$ cat config.mk
export PLATFORM = sky130hd
export DESIGN_NAME = serial_out_scheduler
export DESIGN_NICKNAME = d
export VERILOG_FILES = /design/src/rtl/serial_out_scheduler.sv
export SDC_FILE = /design/constraint.sdc
export NUM_CORES = 1
export LEC_CHECK = 0
export BUFFER_PORTS_ARGS = -buffer_cell sky130_fd_sc_hd__buf_2
export CORE_MARGIN = 1.5
export CORE_UTILIZATION = 53
export DETAILED_ROUTE_END_ITERATION = 10
export PLACE_DENSITY_LB_ADDON = 0.2
export SYNTH_ARGS = -nofsm -noshare
export SYNTH_HDL_FRONTEND = slang
export SYNTH_SLANG_ARGS = --single-unit
$ cat constraint.sdc
create_clock -name clk -period 1.96 [get_ports clk]
set_input_delay 0.196 -clock clk [delete_from_list [all_inputs] [get_ports clk]]
set_output_delay 0.196 -clock clk [all_outputs]
set_load 0.03 [all_outputs]
$ cat src/rtl/serial_out_scheduler.sv
// Command scheduler for a bank of serial_out channels.
// Holds per-channel shadow registers (pattern, frequency, mode), tracks busy
// and pending channels, and issues one-cycle start/stop pulses either to one
// channel or to every pending channel at once (SYNC).
//
// Command handshake: a command is transferred on a clock edge where
// i_cmd_valid and o_cmd_ready are both high. o_cmd_ready is high only while
// the scheduler is idle; i_cmd_valid without o_cmd_ready is dropped, not held.
// Every transferred command ends with exactly one o_done_tick (accepted) or
// one o_err_tick (rejected), three cycles after the transfer cycle.
module serial_out_scheduler #(
   parameter int DATA_BIT = 32,
   parameter int CH_NUM   = 2,
   parameter int SEL_BIT  = 4
) (
   input  logic                         clk,
   input  logic                         rst,
   input  logic                         i_cmd_valid,
   input  logic [1:0]                   i_cmd_op,
   input  logic [SEL_BIT-1:0]           i_sel,
   input  logic [DATA_BIT-1:0]          i_output_pattern,
   input  logic [DATA_BIT-1:0]          i_freq_pattern,
   input  logic                         i_mode,
   input  logic [CH_NUM-1:0]            i_ch_done_tick,
   output logic                         o_cmd_ready,
   output logic [CH_NUM*DATA_BIT-1:0]   o_output_pattern,
   output logic [CH_NUM*DATA_BIT-1:0]   o_freq_pattern,
   output logic [CH_NUM-1:0]            o_mode,
   output logic [CH_NUM-1:0]            o_start,
   output logic [CH_NUM-1:0]            o_stop,
   output logic [CH_NUM-1:0]            o_busy,
   output logic [CH_NUM-1:0]            o_pending,
   output logic                         o_done_tick,
   output logic                         o_err_tick,
   output logic [1:0]                   dbg_state
);

   localparam logic [1:0] OP_LOAD  = 2'd0;
   localparam logic [1:0] OP_START = 2'd1;
   localparam logic [1:0] OP_STOP  = 2'd2;
   localparam logic [1:0] OP_SYNC  = 2'd3;

   typedef enum logic [1:0] {
      S_IDLE  = 2'd0,
      S_LOAD  = 2'd1,
      S_ISSUE = 2'd2,
      S_DONE  = 2'd3
   } state_t;

   state_t                state;
   state_t                state_next;
   logic                  accept;

   // Registered command
   logic [1:0]            op;
   logic [SEL_BIT-1:0]    sel;
   logic [DATA_BIT-1:0]   pat;
   logic [DATA_BIT-1:0]   freq;
   logic                  mode;

   // Outcome of the check, carried into the issue cycle
   logic                  ok;
   logic [CH_NUM-1:0]     mask;

   logic [CH_NUM-1:0]     busy;
   logic [CH_NUM-1:0]     pending;
   logic [CH_NUM-1:0]     busy_next;
   logic [CH_NUM-1:0]     pending_next;

   logic [CH_NUM-1:0]     sel_mask;
   logic                  sel_ok;
   logic                  sel_busy;
   logic                  check_ok;
   logic [CH_NUM-1:0]     check_mask;

   assign o_busy    = busy;
   assign o_pending = pending;
   assign dbg_state = state;

   // State register
   always_ff @(posedge clk) begin
      if (rst) state <= S_IDLE;
      else     state <= state_next;
   end

   // Fixed four-cycle walk per command; ready only while idle
   always_comb begin
      state_next  = state;
      o_cmd_ready = 1'b0;
      accept      = 1'b0;
      case (state)
         S_IDLE: begin
            o_cmd_ready = 1'b1;
            if (i_cmd_valid) begin
               accept     = 1'b1;
               state_next = S_LOAD;
            end
         end
         S_LOAD:  state_next = S_ISSUE;
         S_ISSUE: state_next = S_DONE;
         S_DONE:  state_next = S_IDLE;
         default: state_next = S_IDLE;
      endcase
   end

   // Latch the command fields on transfer
   always_ff @(posedge clk) begin
      if (rst) begin
         op   <= '0;
         sel  <= '0;
         pat  <= '0;
         freq <= '0;
         mode <= 1'b0;
      end else if (accept) begin
         op   <= i_cmd_op;
         sel  <= i_sel;
         pat  <= i_output_pattern;
         freq <= i_freq_pattern;
         mode <= i_mode;
      end
   end

   // Validity check against the registered busy/pending state
   always_comb begin
      sel_mask = '0;
      for (int k = 0; k < CH_NUM; k++) sel_mask[k] = (sel == SEL_BIT'(k));
      // a select beyond the channel count matches no channel
      sel_ok     = |sel_mask;
      sel_busy   = |(sel_mask & busy);
      check_ok   = 1'b0;
      check_mask = sel_mask;
      case (op)
         OP_LOAD, OP_START: check_ok = sel_ok && !sel_busy;
         OP_STOP:           check_ok = sel_ok;
         default: begin
            check_ok   = 1'b1;
            check_mask = pending;
         end
      endcase
   end

   // Capture the check result; pulses and ticks are registered one cycle each
   always_ff @(posedge clk) begin
      if (rst) begin
         ok          <= 1'b0;
         mask        <= '0;
         o_start     <= '0;
         o_stop      <= '0;
         o_done_tick <= 1'b0;
         o_err_tick  <= 1'b0;
      end else begin
         o_start     <= '0;
         o_stop      <= '0;
         o_done_tick <= 1'b0;
         o_err_tick  <= 1'b0;
         if (state == S_LOAD) begin
            ok   <= check_ok;
            mask <= check_ok ? check_mask : '0;
            if (check_ok && (op == OP_START || op == OP_SYNC)) o_start <= check_mask;
            if (check_ok && op == OP_STOP)                     o_stop  <= check_mask;
         end
         if (state == S_ISSUE) begin
            o_done_tick <= ok;
            o_err_tick  <= !ok;
         end
      end
   end

   // Shadow registers: written whole at the end of the check cycle
   always_ff @(posedge clk) begin
      if (rst) begin
         o_output_pattern <= '0;
         o_freq_pattern   <= '0;
         o_mode           <= '0;
      end else if (state == S_LOAD && check_ok && (op == OP_LOAD || op == OP_START)) begin
         for (int k = 0; k < CH_NUM; k++) begin
            if (sel_mask[k]) begin
               o_output_pattern[k*DATA_BIT +: DATA_BIT] <= pat;
               o_freq_pattern[k*DATA_BIT +: DATA_BIT]   <= freq;
               o_mode[k]                                <= mode;
            end
         end
      end
   end

   // Busy/pending update: one-shot done ticks clear busy, a start in the
   // issue cycle overrides a coincident done tick
   always_comb begin
      busy_next    = busy & ~(i_ch_done_tick & ~o_mode);
      pending_next = pending;
      if (state == S_ISSUE && ok) begin
         case (op)
            OP_LOAD: pending_next = pending | mask;
            OP_START, OP_SYNC: begin
               busy_next    = busy_next | mask;
               pending_next = pending & ~mask;
            end
            default: begin
               busy_next    = busy_next & ~mask;
               pending_next = pending & ~mask;
            end
         endcase
      end
   end

   // Busy/pending registers
   always_ff @(posedge clk) begin
      if (rst) begin
         busy    <= '0;
         pending <= '0;
      end else begin
         busy    <= busy_next;
         pending <= pending_next;
      end
   end

endmodule

Word level (Yosys, flattened, before mapping)
Cells that the tools add are included.
- bits in registers: 216
- output and inout bits: 143
- word-level logic and storage cells: 76
- eq/ne operators: 8
- multiplexer cells: 11
- bitwise operators: 14
- reductions and logical operators: 23
- operator list (cell ; count):
    AND 2 bit ; 5
    two-way mux 2 bit ; 5
    OR reduction 2 bit ; 5
    OR reduction 3 bit ; 3
    equality test 2 bit (second input constant) ; 4
    one-hot mux 2 bit (4 select lines) ; 1
    logical AND 1 bit ; 6
    NOT 2 bit ; 3
    equality test 2 x 1 -> 1 bit (second input constant) ; 2
    equality test 4 x 1 -> 1 bit (second input constant) ; 1
    zero test 2 bit ; 2
    zero test 4 bit ; 1
    NOT 1 bit ; 4
    OR 2 bit ; 2
    one-hot mux 2 bit (2 select lines) ; 1
    AND reduction 2 bit ; 2
    two-way mux 1 bit ; 3
    zero test 1 bit ; 2
    logical OR 1 bit ; 2
    != test 2 bit (second input constant) ; 1
    one-hot mux 1 bit (2 select lines) ; 1

Depth between registers and ports, before layout
- word-level depth: 9
- gate-level depth with buffers: 7

Worst setup path before layout
No wires, ideal clock.
- path kind: reg2reg
- from: reg state[0], in the netlist dbg_state[0]
- to: reg freq[10]
- arrival: 1.783 ns
- path slack: 0.106 ns
- cell stages (with the launch flop): 8
- path buffers: 2
- clock period less this slack: 1.854 ns
- path through: dfxtp_1 > inv_1 > ha_1 > and2_1 > clkbuf_1 > clkbuf_1 > nand2_1 > a21oi_1
- word-level cells in the longest chain between the ends: 2
- RTL lines (item ; RTL line ; source):
    start: declaration ; 50 ; state_t state;
    start signal: assignment ; 83 ; else state <= state_next;
    zero test 2 bit ; 91 ; case (state)
    two-way mux 1 bit ; 91 ;
    end signal: assignment ; 118 ; freq <= i_freq_pattern;
    end: declaration ; 58 ; logic [DATA_BIT-1:0] freq;
No other way between the ends.
A chain may end at the register's enable or synchronous reset.

Worst setup path after layout
- from: reg sel[3]
- to: reg o_freq_pattern[41]
- word-level cells in the longest chain between the ends: 9
- elaborated cells on any way between the ends: 11
- RTL lines (item ; RTL line ; source):
    start: declaration ; 56 ; logic [SEL_BIT-1:0] sel;
    start signal: assignment ; 116 ; sel <= i_sel;
    equality test 4 x 1 -> 1 bit / zero test 4 bit (equally long branches) ; 126 ; for (int k = 0; k < CH_NUM; k++) sel_mask[k] = (sel == SEL_BIT'(k));
    AND 2 bit ; 129 ; sel_busy = |(sel_mask & busy);
    OR reduction 2 bit ; 129 ;
    zero test 1 bit ; 133 ; OP_LOAD, OP_START: check_ok = sel_ok && !sel_busy;
    logical AND 1 bit ; 133 ;
    one-hot mux 1 bit (2 select lines) ; 132 ; case (op)
    logical AND 1 bit (2 in series) ; 175 ; end else if (state == S_LOAD && check_ok && (op == OP_LOAD || op == OP_START)) begin
    AND reduction 2 bit (no line) * ; - ;
    end signal: indexed assignment ; 179 ; o_freq_pattern[k*DATA_BIT +: DATA_BIT] <= freq;
    end: declaration ; 27 ; output logic [CH_NUM*DATA_BIT-1:0] o_freq_pattern,
Mark *: on every way between the ends. The rest lies on a longest branch, timed or not.

==> metrics.yaml <==
run_status:
  run_status: "complete, no violations"
detailed_routing:
  routed-via-count: 8717
  number_of_search_and_repair_iterations_in_the_first_detailed_routing_pass: 5
  routed_wirelength_um: 25800
  met2_wl_post_dr_um: 12300
  met3_length_um: 1700
  maxUsedRoutingLayer: "met4"
  viasPerCell: 6.00
  drtAntennaViolNets: 0
  drcViolationCount: 0
  routed_wire_length_per_instance_um: 17.8
  drt_iter0_markers: 902
  met1_length_um: 11000
clock_tree:
  numClockSinks: 216
  clkTransAtPathRegs_ns: 0.06
  postCtsSetupRepairBufs: 0
  cts_buffer_depth: 3
  cts_resized: 0
  clockRootBuffer: "sky130_fd_sc_hd__clkbuf_16"
  tritoncts: "done"
  cts_buffers: 22
  cts-htree-levels: 1
  ctsHoldBuffers: 72
  clock_insertion_delay_worst_skew_ns: 0.50
cells_and_area:
  final_layout_size_suffix_gt1_share_pct: 23.4
  multi_input_gate_area_mm2: 0.00374
  n_fill_cell: 1262
  final_layout_net_count: 1300
  antenna-diode-count: 0
  fin_util_pct: 71.2
  flow.area_growth_from_synthesis_pct: 31.3
  register_area_mm2: 0.00432
synth:
  synth.area.mux_share_pct: 0.465
  flip_flop_and_latch_count_after_synthesis: 216
  yosys.area_share.simple_pct: 17.9
  synth_xor_area_share_pct: 0
  mean_post_synth_cell_area_um2: 8.54
  combinational_family_with_the_most_area_after_synthesis: "compound AO/OA/AOI/OAI gates"
  yosysSeqAreaShare_pct: 50.2
  synth_compound_gate_area_share_pct: 24.0
  mappedNetlistNets: 1087
  ys_warn_count: 0
  synthesis.instances: 1008
  mappedNetlistArea_mm2: 0.00861
  synth.distinct_cells: 26
  synthAdderAreaFrac_pct: 0.436
placed_design:
  gpl.final_weighted_congestion: 0.844
  number_of_buffer_cells_added_on_primary_ports: 218
  dpl.hpwl_um: 13900
timing:
  final_number_of_hold_violating_endpoints: 0
  clock_skew_ns: 0.0139
  unrepaired_setup_endpoints_after_global_routing: "false"
  fin_crit_ns: 1.74
  pin_slew_with_the_least_headroom_to_its_limit_ns: 0.628
  timing.final.max_slew_violations: 0
  maxSlewHeadroom_pct: 58.1
  fmaxAchievable_ghz: 0.574
  final_setup_violations: 0
  finalSetupTns_ns: 0
  final_min_period_over_clock_period_pct: 88.9
worst_setup_path:
  timing.critical_path.slowest_stage_cell: "sky130_fd_sc_hd__or3_4"
  worst-path-max-fanout: 132
  end_kind: "register"
  critical_path.startpoint_type: "register"
  cp.arrival_ns: 2.10
  critPathRequiredTime_ns: 2.32
  critical_path_class: "reg -> reg"
  cp_slowest_stage_delay_ns: 0.40
  cell_chain_critical_path: "or3_4 > buf_12 > o31ai_1 > a21oi_1"
power:
  total_power_mw: 14.0
  leakagePower_nw: 4.44
  peakVddDrop_uv: 1050
  power_per_cell_area_mw_per_mm2: 1240
global_routing:
  gr_util_all_layers_pct: 28.7
  first_global_vias: 7776
  grt_first_pass_wirelength_um: 39800
  globalRouteOverflowTotal: 0
  grt_antenna_before_repair: 0
  grt_start_max_net_pins: 133
floorplan:
  chipWidth_um: 130
  floorplan.io_pins: 219
  die_area_mm2: 0.0170
  core.rowCount: 46
  fp.dieH_um: 130
  design.core.area_mm2: 0.0159
  initial_core_util_pct: 54.2
worst_hold_path:
  min_path_type: "in -> reg"
flow_run:
  max_cap_viol_count: 0
[critical path: cells and delay by family (launching register included)]
family                 cells  cell delay, ns
and+or+nand+nor            1            0.40
DFF                        1            0.34
buffers and inverters      1            0.24
AOI/OAI and AO/OA          2            0.49
[sequential cells by signal, summed over array words and instances (netlist names), named ones only]
signal	count
o_freq_pattern	64
o_mode	2
ok	1
op	2
o_err_tick	1
o_output_pattern	64
dbg_state	2
sel	4
mask	2
o_start	2
o_stop	2
o_busy	2
freq	32
pat	32
mode	1
o_done_tick	1
[layer usage]
metal | up-vias | track usage (%)
li1 | 4132 | -
met1 | 4140 | 40.2
met2 | 391 | 45.9
met3 | 54 | 3.95
met4 | 0 | 9.83
met5 | - | 0
[report_power, final]
group	internal (mW)	switching [mW]	total [mW]
clock	2.49	1.75	4.24
sequential	4.83	0.340	5.17
combinational	1.23	3.36	4.59
[synthesized netlist by cell type]
cell / instances / area, um2
sky130_fd_sc_hd__nor2_1: 11 / 41.3
sky130_fd_sc_hd__or3_1: 1 / 6.26
sky130_fd_sc_hd__buf_1: 4 / 15.0
sky130_fd_sc_hd__nand3_1: 4 / 20.0
sky130_fd_sc_hd__nand4_1: 132 / 826
sky130_fd_sc_hd__nor2b_1: 3 / 18.8
sky130_fd_sc_hd__nand2_1: 146 / 548
sky130_fd_sc_hd__buf_6: 9 / 101
sky130_fd_sc_hd__o221ai_1: 4 / 35.0
sky130_fd_sc_hd__nand2b_1: 4 / 25.0
sky130_fd_sc_hd__nor3_2: 1 / 10.0
sky130_fd_sc_hd__inv_1: 6 / 22.5
sky130_fd_sc_hd__mux2i_1: 4 / 40.0
sky130_fd_sc_hd__or2_2: 1 / 6.26
sky130_fd_sc_hd__nand4b_1: 1 / 8.76
sky130_fd_sc_hd__nor3b_1: 3 / 22.5
sky130_fd_sc_hd__o31a_1: 2 / 17.5
sky130_fd_sc_hd__buf_2: 26 / 130
sky130_fd_sc_hd__o31ai_1: 130 / 976
sky130_fd_sc_hd__a211oi_1: 1 / 7.51
sky130_fd_sc_hd__and2_1: 2 / 12.5
sky130_fd_sc_hd__clkbuf_1: 88 / 330
sky130_fd_sc_hd__ha_1: 3 / 37.5
sky130_fd_sc_hd__o21ai_0: 2 / 10.0
sky130_fd_sc_hd__dfxtp_1: 216 / 4320
sky130_fd_sc_hd__a21oi_1: 204 / 1020
[cell families (layout without fill, tap and decap cells)]
family,after synthesis,after routing
fa+ha+maj,3,3
flops,216,216
simple gates,309,309
mux,4,4
buf+inv,133,362
compound gates,343,343
[layout make-up]
class / count / share of cell area (%)
clock buffer: 29 / 5.46
clock inverter: 11 / 1.02
inverter: 6 / 0.199
multi-input combinational: 659 / 33.0
sequential: 216 / 38.2
tap: 216 / 2.39
timing repair buffer: 316 / 19.7
[cell usage in the layout (no fill, tap or decap)]
master / synthesis / layout
sky130_fd_sc_hd__a211oi_1: 1 / 1
sky130_fd_sc_hd__a21oi_1: 204 / 204
sky130_fd_sc_hd__and2_1: 2 / 1
sky130_fd_sc_hd__and2_2: 0 / 1
sky130_fd_sc_hd__buf_12: 0 / 17
sky130_fd_sc_hd__buf_2: 26 / 217
sky130_fd_sc_hd__buf_4: 0 / 9
sky130_fd_sc_hd__buf_6: 9 / 1
sky130_fd_sc_hd__bufinv_16: 0 / 2
sky130_fd_sc_hd__clkbuf_1: 88 / 4
sky130_fd_sc_hd__clkbuf_16: 0 / 23
sky130_fd_sc_hd__clkbuf_8: 0 / 2
sky130_fd_sc_hd__clkinv_2: 0 / 5
sky130_fd_sc_hd__clkinvlp_4: 0 / 4
sky130_fd_sc_hd__dfxtp_1: 216 / 216
sky130_fd_sc_hd__dlygate4sd3_1: 0 / 72
sky130_fd_sc_hd__ha_1: 3 / 3
sky130_fd_sc_hd__inv_1: 6 / 6
sky130_fd_sc_hd__mux2i_1: 4 / 4
sky130_fd_sc_hd__nand2_1: 146 / 145
sky130_fd_sc_hd__nand2_2: 0 / 1
sky130_fd_sc_hd__nand2b_1: 4 / 2
sky130_fd_sc_hd__nand2b_2: 0 / 1
sky130_fd_sc_hd__nand2b_4: 0 / 1
sky130_fd_sc_hd__nand3_1: 4 / 4
sky130_fd_sc_hd__nand4_1: 132 / 132
sky130_fd_sc_hd__nand4b_1: 1 / 1
sky130_fd_sc_hd__nor2_1: 11 / 10
sky130_fd_sc_hd__nor2_4: 0 / 1
sky130_fd_sc_hd__nor2b_1: 3 / 1
sky130_fd_sc_hd__nor2b_4: 0 / 2
sky130_fd_sc_hd__nor3_4: 0 / 1
sky130_fd_sc_hd__nor3b_1: 3 / 3
sky130_fd_sc_hd__o21ai_0: 2 / 2
sky130_fd_sc_hd__o221ai_1: 4 / 4
sky130_fd_sc_hd__o31a_1: 2 / 2
sky130_fd_sc_hd__o31ai_1: 130 / 130
sky130_fd_sc_hd__or2_2: 1 / 1
sky130_fd_sc_hd__or3_4: 0 / 1
[metrics by stage]
stage	hold slack (ns)	instances	cell area, um2	setup WS [ns]
global placement	0.440	1341	9860	0.355
floorplan	0.332	1008	8610	0.106
finish	0.0279	1453	11300	0.218
detailed placement	0.441	1341	9860	0.300
CTS	0.0295	1453	11300	0.264
global route	0.0591	1453	11300	0.161
[worst paths after layout]
| check | from | slack, ns | endpoint | depth (start not counted) |
|---|---|---|---|---|
| min | i_cmd_valid | 0.03 | dbg_state[0] | 3 |
| max reg2reg | sel[3] | 0.22 | o_freq_pattern[41] | 4 |
| min reg2reg | o_output_pattern[48] | 0.46 | o_output_pattern[48] | 2 |
| max | sel[3] | 0.22 | o_freq_pattern[41] | 4 |
Power figures use the tool's default switching activity.
